### src/rtl/histogram_pkg.sv
// rtl/histogram_pkg.sv - shared widths, FSM states and saturating add for the histogram accumulator
package histogram_pkg;

  localparam int DEF_BIN_W = 10;
  localparam int DEF_CNT_W = 32;

  typedef enum logic [2:0] {
    INIT,
    ACCUM,
    FL_RD,
    FL_WR,
    RO_RD,
    RO_CAP,
    RO_OUT
  } hist_state_t;

  // Adds two w-bit counts (w <= 32) and clamps at 2^w-1; the 64-bit operands keep the carry.
  function automatic logic [63:0] sat_add(input logic [63:0] a, input logic [63:0] b, input int w);
    logic [63:0] sum;
    logic [63:0] max;
    sum = a + b;
    max = (64'd1 << w) - 64'd1;
    return (sum > max) ? max : sum;
  endfunction

endpackage

### src/rtl/hist_run_coalescer.sv
// rtl/hist_run_coalescer.sv - run-length coalescing of identical consecutive pixels
module hist_run_coalescer
  import histogram_pkg::*;
#(
  parameter int BIN_W = DEF_BIN_W,
  parameter int CNT_W = DEF_CNT_W
) (
  input  logic             clk,
  input  logic             reset,
  input  logic             i_accept,
  input  logic [BIN_W-1:0] i_pixel,
  input  logic             i_flush_wr,
  output logic             o_run_valid,
  output logic [BIN_W-1:0] o_run_bin,
  output logic [CNT_W-1:0] o_run_cnt,
  output logic             o_pend_valid,
  output logic             o_flush_req
);

  logic             r_run_valid;
  logic [BIN_W-1:0] r_run_bin;
  logic [CNT_W-1:0] r_run_cnt;
  logic             r_pend_valid;
  logic [BIN_W-1:0] r_pend_bin;
  logic             w_cnt_max;

  assign w_cnt_max    = (r_run_cnt == {CNT_W{1'b1}});
  // A new pixel ends the current run if it differs or the run count cannot grow further.
  assign o_flush_req  = i_accept && r_run_valid && ((i_pixel != r_run_bin) || w_cnt_max);
  assign o_run_valid  = r_run_valid;
  assign o_run_bin    = r_run_bin;
  assign o_run_cnt    = r_run_cnt;
  assign o_pend_valid = r_pend_valid;

  // Track the open run; a flush write promotes the pending pixel to a fresh run of one.
  always_ff @(posedge clk or posedge reset) begin
    if (reset) begin
      r_run_valid  <= 1'b0;
      r_run_bin    <= '0;
      r_run_cnt    <= '0;
      r_pend_valid <= 1'b0;
      r_pend_bin   <= '0;
    end else if (i_flush_wr) begin
      if (r_pend_valid) begin
        r_run_bin    <= r_pend_bin;
        r_run_cnt    <= CNT_W'(1);
        r_pend_valid <= 1'b0;
      end else begin
        r_run_valid <= 1'b0;
      end
    end else if (i_accept) begin
      if (!r_run_valid) begin
        r_run_valid <= 1'b1;
        r_run_bin   <= i_pixel;
        r_run_cnt   <= CNT_W'(1);
      end else if (o_flush_req) begin
        r_pend_bin   <= i_pixel;
        r_pend_valid <= 1'b1;
      end else begin
        r_run_cnt <= r_run_cnt + CNT_W'(1);
      end
    end
  end

endmodule

### src/rtl/histogram_accumulator.sv
// rtl/histogram_accumulator.sv - histogram RAM read-modify-write controller; HIST_PIXCOUNT_EN adds pixel_count_o
module histogram_accumulator
  import histogram_pkg::*;
#(
  parameter int BIN_W = DEF_BIN_W,
  parameter int CNT_W = DEF_CNT_W
) (
  input  logic             clk,
  input  logic             reset,
  input  logic             pixel_valid_i,
  input  logic [BIN_W-1:0] pixel_i,
  output logic             pixel_ready_o,
  input  logic             frame_end_i,
  output logic             hist_valid_o,
  input  logic             hist_ready_i,
  output logic [BIN_W-1:0] hist_bin_o,
  output logic [CNT_W-1:0] hist_data_o,
  output logic             frame_done_o,
  output logic             init_done_o,
  output logic [BIN_W-1:0] ram_addr_o,
  output logic             ram_we_o,
  output logic [CNT_W-1:0] ram_data_o,
  input  logic [CNT_W-1:0] ram_q_i
`ifdef HIST_PIXCOUNT_EN
  ,
  output logic [31:0]      pixel_count_o
`endif
);

  hist_state_t      r_state;
  logic [BIN_W-1:0] r_bin;
  logic             r_fe;
  logic             r_init_done;
  logic             r_hist_valid;
  logic [BIN_W-1:0] r_hist_bin;
  logic [CNT_W-1:0] r_hist_data;
  logic             r_frame_done;

  logic             w_accept;
  logic             w_run_valid;
  logic [BIN_W-1:0] w_run_bin;
  logic [CNT_W-1:0] w_run_cnt;
  logic             w_pend_valid;
  logic             w_flush_req;
  logic             w_bin_last;
  logic [CNT_W-1:0] w_sat_sum;
  logic [BIN_W-1:0] w_ram_addr;
  logic             w_ram_we;
  logic [CNT_W-1:0] w_ram_data;

  assign w_accept   = (r_state == ACCUM) && pixel_valid_i;
  assign w_bin_last = (r_bin == {BIN_W{1'b1}});
  assign w_sat_sum  = CNT_W'(sat_add(64'(ram_q_i), 64'(w_run_cnt), CNT_W));

  hist_run_coalescer #(
    .BIN_W(BIN_W),
    .CNT_W(CNT_W)
  ) u_coalescer (
    .clk         (clk),
    .reset       (reset),
    .i_accept    (w_accept),
    .i_pixel     (pixel_i),
    .i_flush_wr  (r_state == FL_WR),
    .o_run_valid (w_run_valid),
    .o_run_bin   (w_run_bin),
    .o_run_cnt   (w_run_cnt),
    .o_pend_valid(w_pend_valid),
    .o_flush_req (w_flush_req)
  );

  // Main sequencer: clear RAM, accumulate runs, then read out and clear every bin.
  always_ff @(posedge clk or posedge reset) begin
    if (reset) begin
      r_state      <= INIT;
      r_bin        <= '0;
      r_fe         <= 1'b0;
      r_init_done  <= 1'b0;
      r_hist_valid <= 1'b0;
      r_hist_bin   <= '0;
      r_hist_data  <= '0;
      r_frame_done <= 1'b0;
    end else begin
      r_frame_done <= 1'b0;
      case (r_state)
        INIT: begin
          r_bin <= r_bin + BIN_W'(1);
          if (w_bin_last) begin
            r_state     <= ACCUM;
            r_init_done <= 1'b1;
          end
        end
        ACCUM: begin
          if (frame_end_i) begin
            r_fe    <= 1'b1;
            r_bin   <= '0;
            r_state <= (w_run_valid || w_accept) ? FL_RD : RO_RD;
          end else if (w_flush_req) begin
            r_state <= FL_RD;
          end
        end
        FL_RD: r_state <= FL_WR;
        FL_WR: begin
          // A run promoted from the pending slot at frame end still has to be flushed.
          if (r_fe && w_pend_valid) r_state <= FL_RD;
          else if (r_fe)            r_state <= RO_RD;
          else                      r_state <= ACCUM;
        end
        RO_RD: r_state <= RO_CAP;
        RO_CAP: begin
          r_hist_data  <= ram_q_i;
          r_hist_bin   <= r_bin;
          r_hist_valid <= 1'b1;
          r_state      <= RO_OUT;
        end
        RO_OUT: begin
          if (hist_ready_i) begin
            r_hist_valid <= 1'b0;
            r_bin        <= r_bin + BIN_W'(1);
            if (w_bin_last) begin
              r_frame_done <= 1'b1;
              r_fe         <= 1'b0;
              r_state      <= ACCUM;
            end else begin
              r_state <= RO_RD;
            end
          end
        end
        default: r_state <= INIT;
      endcase
    end
  end

  // RAM port mux: one access per cycle, a write only where a value must be stored.
  always_comb begin
    w_ram_addr = w_run_bin;
    w_ram_we   = 1'b0;
    w_ram_data = '0;
    case (r_state)
      INIT: begin
        w_ram_addr = r_bin;
        w_ram_we   = 1'b1;
      end
      FL_WR: begin
        w_ram_we   = 1'b1;
        w_ram_data = w_sat_sum;
      end
      RO_RD, RO_CAP: w_ram_addr = r_bin;
      RO_OUT: begin
        w_ram_addr = r_bin;
        w_ram_we   = r_hist_valid && hist_ready_i;
      end
      default: w_ram_addr = w_run_bin;
    endcase
  end

  assign ram_addr_o    = w_ram_addr;
  assign ram_we_o      = w_ram_we & ~reset;
  assign ram_data_o    = w_ram_data;
  assign pixel_ready_o = (r_state == ACCUM);
  assign hist_valid_o  = r_hist_valid;
  assign hist_bin_o    = r_hist_bin;
  assign hist_data_o   = r_hist_data;
  assign frame_done_o  = r_frame_done;
  assign init_done_o   = r_init_done;

`ifdef HIST_PIXCOUNT_EN
  logic [31:0] r_pix_cnt;
  logic [31:0] r_pix_latch;
  logic [31:0] w_pix_next;

  assign w_pix_next = w_accept ? 32'(sat_add(64'(r_pix_cnt), 64'd1, 32)) : r_pix_cnt;

  // Count accepted pixels; frame end snapshots the count including a same-cycle pixel.
  always_ff @(posedge clk or posedge reset) begin
    if (reset) begin
      r_pix_cnt   <= '0;
      r_pix_latch <= '0;
    end else if ((r_state == ACCUM) && frame_end_i) begin
      r_pix_latch <= w_pix_next;
      r_pix_cnt   <= '0;
    end else begin
      r_pix_cnt <= w_pix_next;
    end
  end

  assign pixel_count_o = r_pix_latch;
`endif

endmodule

### config.mk
export PLATFORM = sky130hd
export DESIGN_NAME = histogram_accumulator
export DESIGN_NICKNAME = d
export VERILOG_FILES = /design/src/rtl/histogram_pkg.sv /design/src/rtl/hist_run_coalescer.sv /design/src/rtl/histogram_accumulator.sv
export SDC_FILE = /design/constraint.sdc
export NUM_CORES = 1
export LEC_CHECK = 0
export ABC_AREA = 1
export ABC_CLOCK_PERIOD_IN_PS = 8700
export BUFFER_PORTS_ARGS = -buffer_cell sky130_fd_sc_hd__clkbuf_2
export CORE_MARGIN = 1.5
export CORE_UTILIZATION = 50
export CTS_BUF_LIST = sky130_fd_sc_hd__clkbuf_8
export DETAILED_ROUTE_END_ITERATION = 6
export HOLD_SLACK_MARGIN = 0.05
export PLACE_DENSITY = 0.83
export SYNTH_ARGS = -nofsm -noshare
export SYNTH_HDL_FRONTEND = slang
export SYNTH_SLANG_ARGS = --single-unit
### constraint.sdc
create_clock -name clk -period 8.7 [get_ports clk]
set_input_delay 0.435 -clock clk [delete_from_list [all_inputs] [get_ports clk]]
set_output_delay 0.435 -clock clk [all_outputs]
set_load 0.03 [all_outputs]
Yosys cells after proc, flatten, opt, wreduce, memory -nomap -nowiden
Cells that the tools add are included.
- add/subtract/negate cells: 3
- multiply operators: 0
- divide/modulo/power cells: 0
- order comparisons: 1
- equality and inequality tests: 18
- shifts and indexed selects: 0
- multiplexer cells: 41
- bitwise gates (word level): 3
- reduce and logical (&&, ||, !) cells: 26
- operator list (kind ; count):
    $mux W32 ; 7
    $mux W10 ; 7
    $add A32 B32 Y33 ; 1
    $gt A33 B32 Y1 const B ; 1
    $add A32 B1 Y32 const B ; 1
    $eq A32 B32 Y1 const B ; 1
    $pmux W10 S3 ; 1
    $mux W3 ; 8
    $pmux W3 S7 ; 1
    $reduce_and A3 Y1 ; 5
    $mux W1 ; 14
    $add A10 B1 Y10 const B ; 1
    $eq A10 B10 Y1 const B ; 1
    $ne A10 B10 Y1 ; 1
    $ne A2 B2 Y1 const B ; 5
    $reduce_bool A2 Y1 ; 5
    $eq A3 B3 Y1 const B ; 3
    $reduce_and A4 Y1 ; 2
    $eq A3 B2 Y1 const B ; 2
    $pmux W1 S2 ; 3
    $reduce_and A2 Y1 ; 3
    $logic_and A1 B1 Y1 ; 5
    $ne A2 B1 Y1 const B ; 2
    $reduce_or A4 Y1 ; 1
    other kinds (9) ; 11
- bits in registers: 113
- latch bits: 0
- bits in writable memories: 0
- bits in read-only memories: 0
- input bits: 47
- output and inout port bits: 89
- word-level logic and storage cells: 105
- memories kept: 0

Longest topological paths before layout
Gate-level depths: netlist (run 1).
- depth in word-level cells: 8
- mapped depth: 16
- mapped depth without buffers: 16

By module
Synthesis (run 1) repeated with hierarchy kept, for this count alone.
- cells, all modules: 1462
- area, all modules: 9001.1 um^2
- by module, submodules not included (module ; instances ; cells each ; area each (um^2) ; seq. area each (um^2)):
    histogram_accumulator ; 1 ; 927 ; 5485.3 ; 1476.4
    hist_run_coalescer ; 1 ; 535 ; 3515.9 ; 1351.3

Worst setup path before layout (run 1)
Ideal clock, no wire load.
- kind: input to output
- start point: input ram_q_i[0]
- end point: output ram_data_o[16]
- data arrival time: 2.338 ns
- data required time: 8.265 ns
- setup slack: 5.927 ns
- stages: 13
- path buffers: 1
- cells stage by stage: ha_1 > inv_1 > fa_1 > inv_1 > nand2_1 > nand2_1 > nand3_1 > nand2_1 > nand2_1 > nand2_1 > a21oi_2 > buf_2 > a21oi_1
- cells in the longest elaborated chain, start to end: 4
- ends and longest elaborated chain (element ; RTL line ; RTL):
    from (decl) ; histogram_accumulator.sv:23 ; input logic [CNT_W-1:0] ram_q_i
    $add A32 B32 Y33 * ; histogram_pkg.sv:21 ; sum = a + b;
    $gt A33 B32 Y1 ; histogram_pkg.sv:23 ; return (sum > max) ? max : sum;
    $mux W32 * ; histogram_pkg.sv:23 ;
    $mux W32 * ; histogram_accumulator.sv:138 ; case (r_state)
    to (decl) ; histogram_accumulator.sv:22 ; output logic [CNT_W-1:0] ram_data_o,
Every way passes the cells marked *; elsewhere a longest branch is shown, timed or not.

Worst setup path after layout (run 1)
- start point: register u_coalescer.r_run_cnt[0], in the netlist u_coalescer.o_run_cnt[0]
- end point: output ram_data_o[6]
- cells in the longest elaborated chain, start to end: 4
- ends and longest elaborated chain (element ; RTL line ; RTL):
    from (decl) ; hist_run_coalescer.sv:22 ; logic [CNT_W-1:0] r_run_cnt;
    from (signal assigned) ; hist_run_coalescer.sv:60 ; r_run_cnt <= r_run_cnt + CNT_W'(1);
    $add A32 B32 Y33 * ; histogram_pkg.sv:21 ;
    $gt A33 B32 Y1 ; histogram_pkg.sv:23 ;
    $mux W32 * ; histogram_pkg.sv:23 ;
    $mux W32 * ; histogram_accumulator.sv:138 ;
Marked as above.

==> results of run 1 <==
cell usage in the layout (no fill, tap or decap), types with 2 or more instances in the layout:
master     Yosys  final
nand3_1       62     61
nand3_2        3      4
xnor2_1       12     12
clkinv_2       0      2
a21oi_1       50     50
dfrtp_1      113    113
a31oi_1       10     10
o21ai_1       31     31
and3_1         3      3
ha_1          34     34
clkinv_4       0      3
nand2_1      453    453
nand3b_1       6      6
clkbuf_8       0     17
nor3_1        35     35
inv_8          0      3
nand2_2        4      4
a21o_1         3      3
mux2_2        31     31
xor2_1        17     17
nor2_1        99     99
inv_2          9      9
buf_4          3      3
o21ai_0       48     48
nor2_2         6      6
and2_1         5      5
nor3_2         3      3
clkbuf_2       0    135
inv_6          0      4
bufinv_16      0      2
inv_1        202    201
or2_2          4      4
nand4_1       30     30
report_power, final:
group	switching [µW]	leakage, µW	internal [µW]
Sequential	149	0.00142	702
Clock	260	0.000207	263
Combinational	935	0.00372	410
path summary, 6_finish.rpt:
kind | from | endpoint | slack [ps]
hold reg to reg | init_done_o | init_done_o | 470
max in group asynchronous | reset | u_coalescer.r_pend_bin[2] | 7340
setup / recovery | u_coalescer.o_run_cnt[0] | ram_data_o[6] | 4500
hold / removal | reset | init_done_o | 60
setup reg to reg | r_state[2] | u_coalescer.o_run_bin[8] | 6120
min in group clk | ram_q_i[6] | hist_data_o[6] | 240
synthesized netlist by cell type, drive strengths merged (3+ instances only):
library cell    n  area, µm²
nand2         459       1760
inv           211        792
dfrtp         113       2830
nor2          106        420
o21ai          79        395
nand3          65        340
a21oi          51        259
nor3           39        221
ha             34        425
mux2           31        349
nand4          30        188
buf            21        144
xor2           17        149
clkbuf         14       52.6
xnor2          12        105
a31oi          10       62.6
nand3b          6       45.0
and2            5       31.3
or2             5       31.3
a21o            3       22.5
and3            3       18.8
metrics by stage:
stage	utilization	setup slack (ps)
after global placement	0.556	5030
after global routing	0.579	4070
after CTS	0.579	4470
after floorplan	-	5280
after detailed placement	0.556	4870
final	0.579	4500
cell type report:
cell class,instances,share of cell area
inverter,211,0.0799
tap,225,0.0283
clock buffer,17,0.0235
sequential,113,0.284
clock inverter,15,0.0174
multi-input combinational,967,0.497
timing repair buffer,138,0.0702
logic make-up after synthesis:
family / Yosys count
and+or+nand+nor: 720
buffers and inverters: 246
AOI/OAI and AO/OA: 152
DFF: 113
adders and majority gates: 35
muxes: 31
xor gates and xnor gates: 29
sequential cells by signal, indices dropped and copies added (netlist names), 3 cells and up:
register / count
hist_bin_o: 10
hist_data_o: 32
r_bin: 10
r_state: 3
u_coalescer.o_run_bin: 10
u_coalescer.o_run_cnt: 32
u_coalescer.r_pend_bin: 10
routing by layer:
metal	GRT usage	vias up
met5	0	-
met2	0.444	329
met4	0.110	0
li1	-	4441
met1	0.357	4053
met3	0.0494	47
==> out/results.tsv, run 1 <==
metric	value	unit
cts_setup_buffers	0	
area_growth	13.7	%
cpMostUsedCell	nand2_1	
fillers	1664	
drc	0	
final_nets	1530	
fin_crit_sh	0.483	
grt_max_degree	68	
crit_required	8270	ps
crit_type	reg2out	
place_hpwl	18400	µm
setup_viol	0	
regArea	2830	µm²
skew	17.0	ps
worstPathMaxFanout	23	
place_inst	1654	
yosys_most_used_dff	dfrtp_1	
ctsRootBufferMaster	clkbuf_8	
slew_viol_final	0	
antenna_found_initial	0	
final_cells	1686	
ctsResizeCount	0	
cp_cell_sequence	ha_1 > inv_1 > fa_1 > inv_1 > nand2_1 > nand2_1 > nand3_1 > nand2_1 > nand2_1 > nand2_1 > a21oi_2 > inv_1 > o21ai_0 > inv_1 > clkbuf_2	
num_vias	8870	
critical_path_buf_inv_count	5	
die_x	135	µm
insertion_delay	450	ps
cpMaxStageDelayCell	a21oi_2	
synth_mux_area_frac	0.0399	
cts_buffer_depth	2	
ios	136	
drt_first_pass_iters	6	
fin_setup_tns	0	ps
synth_top_family_by_area	simple AND/OR/NAND/NOR gates	
synth_warnings	0	
track_usage	0.272	
synth_edf_count	0	
power_density	273	nW/µm²
synthCells	1326	
cts_buffers	17	
htree_levels	4	
antenna_cells	0	
wl_met2	11300	µm
finalPower	2720	µW
portBuffers	135	
route.met3.wl	1490	µm
start_util	0.510	
die-area	18300	µm²
postCtsHoldBufs	0	
min_path_type	in2async	
synthArstFlopShare	1.00	
routed_wl	24100	µm
critical_path.top_delay_family	compound AO/OA/AOI/OAI gates	
fp.dieH	135	µm
place_congestion	0.948	
whs	60.5	ps
rsz0062_at_grt	no	
synth_xor_area_frac	0.0290	
multi_input_area	4940	µm²
grt_pass1_vias	8267	
numClockSinks	113	
design_area	9950	µm²
synthAdderAreaFrac	0.0509	
final-hold-violation-count	0	
critical_path_depth	15	
overflow	0	
dr.max_layer_used	met4	
synth-simple-area-share	0.350	
synth_nets	1408	
crit_path_max_incr_delay	770	ps
syn_area	8750	µm²
worstSetupEndpointType	output port	
core	17200	µm²
max_cap_violations	0	
outcome	finished clean	
cts.clk_slew.worst_paths	80	ps
synth_compound_area_frac	0.0938	
avgSynthCellArea	6.60	µm²
r2r_cells	5	
postPlaceCellArea	9540	µm²
ant_nets	0	
worstMarginPinSlew	966	ps
maxSlewHeadroom	0.355	
critPathArrivalTime	3770	ps
peakVddDrop	0.263	mV
num_rows	48	
drive_above_1_share	0.163	
wire_per_inst	14.3	µm
tritoncts	yes	
synth_cell_types	47	
timing.fmax	238	MHz
dr.first_iter.drc_count	756	
crit_path_start_kind	flip-flop	
routedLengthMet1	10700	µm
seq_area_frac_synth	0.323	
p_leak	0.00535	µW
viasPerCell	5.26	
period_needed	4200	ps
ys_ff_latch	113	
grt_pass1_wl	39800	µm
(Power assumes the default switching activity.)
==> run 2: changes to the inputs <==
- ABC_CLOCK_PERIOD_IN_PS: 8700 -> 3600
- PLACE_DENSITY: 0.83 -> 0.85
- clock period: 8.7 -> 3.6 ns (I/O delays scaled with it)
==> run 2 against run 1 <==
  * First-iteration DRC count rose by 2.9%
  * Clock-buffer cell count did not move
  * Clock skew barely moved
  * Wire length rose by 8.0%
  * Die area did not move
  * Worst setup slack got worse by 4200 ps
  * Critical path type unchanged
  * Via count rose by 5.6%
  * Largest power group unchanged
  * Largest cell class unchanged
  * Final cell count rose by 2.9%
  * Combinational power rose to 2.5 times the previous value
==> out/results.tsv, run 2 (synthesized netlist as in run 1, its figures left out) <==
metric	value	unit
outcome	finished clean	
maxSlewHeadroom	0.356	
min_path_type	in2reg	
htree_levels	4	
core	17200	µm²
crit_path_start_kind	flip-flop	
final_nets	1579	
overflow	0	
place_congestion	0.962	
fin_setup_tns	0	ps
cts.clk_slew.worst_paths	90	ps
fillers	1560	
ctsRootBufferMaster	clkbuf_8	
viasPerCell	5.40	
ios	136	
cpMostUsedCell	nand2_1	
routed_wl	26000	µm
num_rows	48	
crit_type	reg2out	
postPlaceCellArea	9560	µm²
layout_common_cells	nand2_1 (453), inv_1 (201), clkbuf_2 (135), dfrtp_1 (113), nor2_1 (99)	
hp-start	pixel_valid_i	
place_hpwl	18700	µm
rsz0062_at_grt	no	
crit_required	3420	ps
grt_pass1_vias	8674	
drt_first_pass_iters	7	
worstSetupEndpointType	output port	
cp_cell_sequence	ha_1 > inv_1 > fa_1 > inv_1 > nand2_1 > nand2_1 > nand3_1 > nand2_1 > nand2_1 > nand2_1 > a21oi_4 > inv_1 > o21ai_0 > inv_1 > clkbuf_2	
setup_viol	0	
design_area	10400	µm²
period_needed	3330	ps
timing.fmax	301	MHz
slew_viol_final	0	
track_usage	0.286	
ant_nets	0	
startpoint	u_coalescer.o_run_cnt[0]	
grt_max_degree	77	
die-area	18300	µm²
wire_per_inst	15.0	µm
num_vias	9369	
fin_crit_sh	0.924	
max_cap_violations	0	
cts_buffer_depth	2	
r2r_start	u_coalescer.o_run_cnt[0]	
drive_above_1_share	0.161	
worstPathMaxFanout	10	
skew	16.6	ps
p_leak	0.00554	µW
grt_pass1_wl	41400	µm
power_density	638	nW/µm²
numClockSinks	113	
fp.dieH	135	µm
tritoncts	yes	
final-hold-violation-count	0	
antenna_found_initial	0	
peakVddDrop	0.723	mV
antenna_cells	0	
final_common_cell	nand2_1	
critPathArrivalTime	3150	ps
cpMaxStageDelayCell	dfrtp_1	
crit_path_max_incr_delay	420	ps
drc	0	
area_growth	19.1	%
start_util	0.510	
die_x	135	µm
dr.first_iter.drc_count	778	
portBuffers	135	
insertion_delay	470	ps
cts_buffers	17	
worstMarginPinSlew	965	ps
## run 2: metrics by stage
| step | utilization | std cells | total power (µW) | hold slack, ps | setup slack, ps |
|---|---|---|---|---|---|
| floorplan | - | 1326 | 4490 | 323 | 433 |
| global placement | 0.556 | 1656 | 5220 | 440 | 370 |
| detailed placement | 0.556 | 1656 | 5310 | 445 | 181 |
| CTS | 0.606 | 1732 | 6600 | 58.5 | 25.1 |
| global route | 0.607 | 1735 | 7070 | 78.9 | 19.0 |
| finish | 0.607 | 1735 | 6650 | 70.9 | 273 |
## run 2: path summary, 6_finish.rpt
kind	end	slack, ps	cells past startpoint
max	ram_data_o[10]	270	15
min	u_coalescer.o_run_valid	70	3
max reg2reg	u_coalescer.o_run_cnt[26]	1160	11
min reg2reg	init_done_o	470	1
max in group asynchronous	hist_data_o[18]	2210	4
min in group asynchronous	hist_bin_o[0]	500	3
## run 2: cell type report
| class | instances | area (µm²) | share of cell area |
|---|---|---|---|
| Clock buffer | 17 | 234 | 0.0224 |
| Clock inverter | 15 | 161 | 0.0155 |
| Inverter | 211 | 795 | 0.0762 |
| Multi-Input combinational cell | 968 | 4960 | 0.476 |
| Sequential cell | 113 | 2830 | 0.271 |
| Tap cell | 225 | 282 | 0.0270 |
| Timing Repair Buffer | 186 | 1170 | 0.112 |
## run 2: critical path: cells and delay by family, from the launching register on
family	cells	cell delay, ps
AND/OR/NAND/NOR	6	690
AO/OA/AOI/OAI	2	270
flip-flops	1	420
buffers and inverters	5	670
adder cells (fa/ha/maj)	2	630
## run 2: metal layers
metal  up-vias  wire length, µm  global-route usage
li1       4547                -                   -
met4         0             1080               0.140
met3        95             1790              0.0494
met1      4298            10800               0.351
met5         -                0                   0
met2       429            12400               0.487
## run 2: report_power, final
part	switching, µW	internal (µW)	leakage [µW]
Clock	668	581	0.000200
Combinational	2330	1030	0.00392
Sequential	343	1700	0.00142
Total	3340	3310	0.00554
## run 2: repair_timing
item                                    in CTS  in global routing
endpoints found under the hold margin      120                  0
hold buffers                                44                  0
pin swaps                                    0                  1
gates cloned                                 0                  1
endpoints found under the setup margin      10                 10
setup buffers                                0                  2
resized for setup                            1                  0
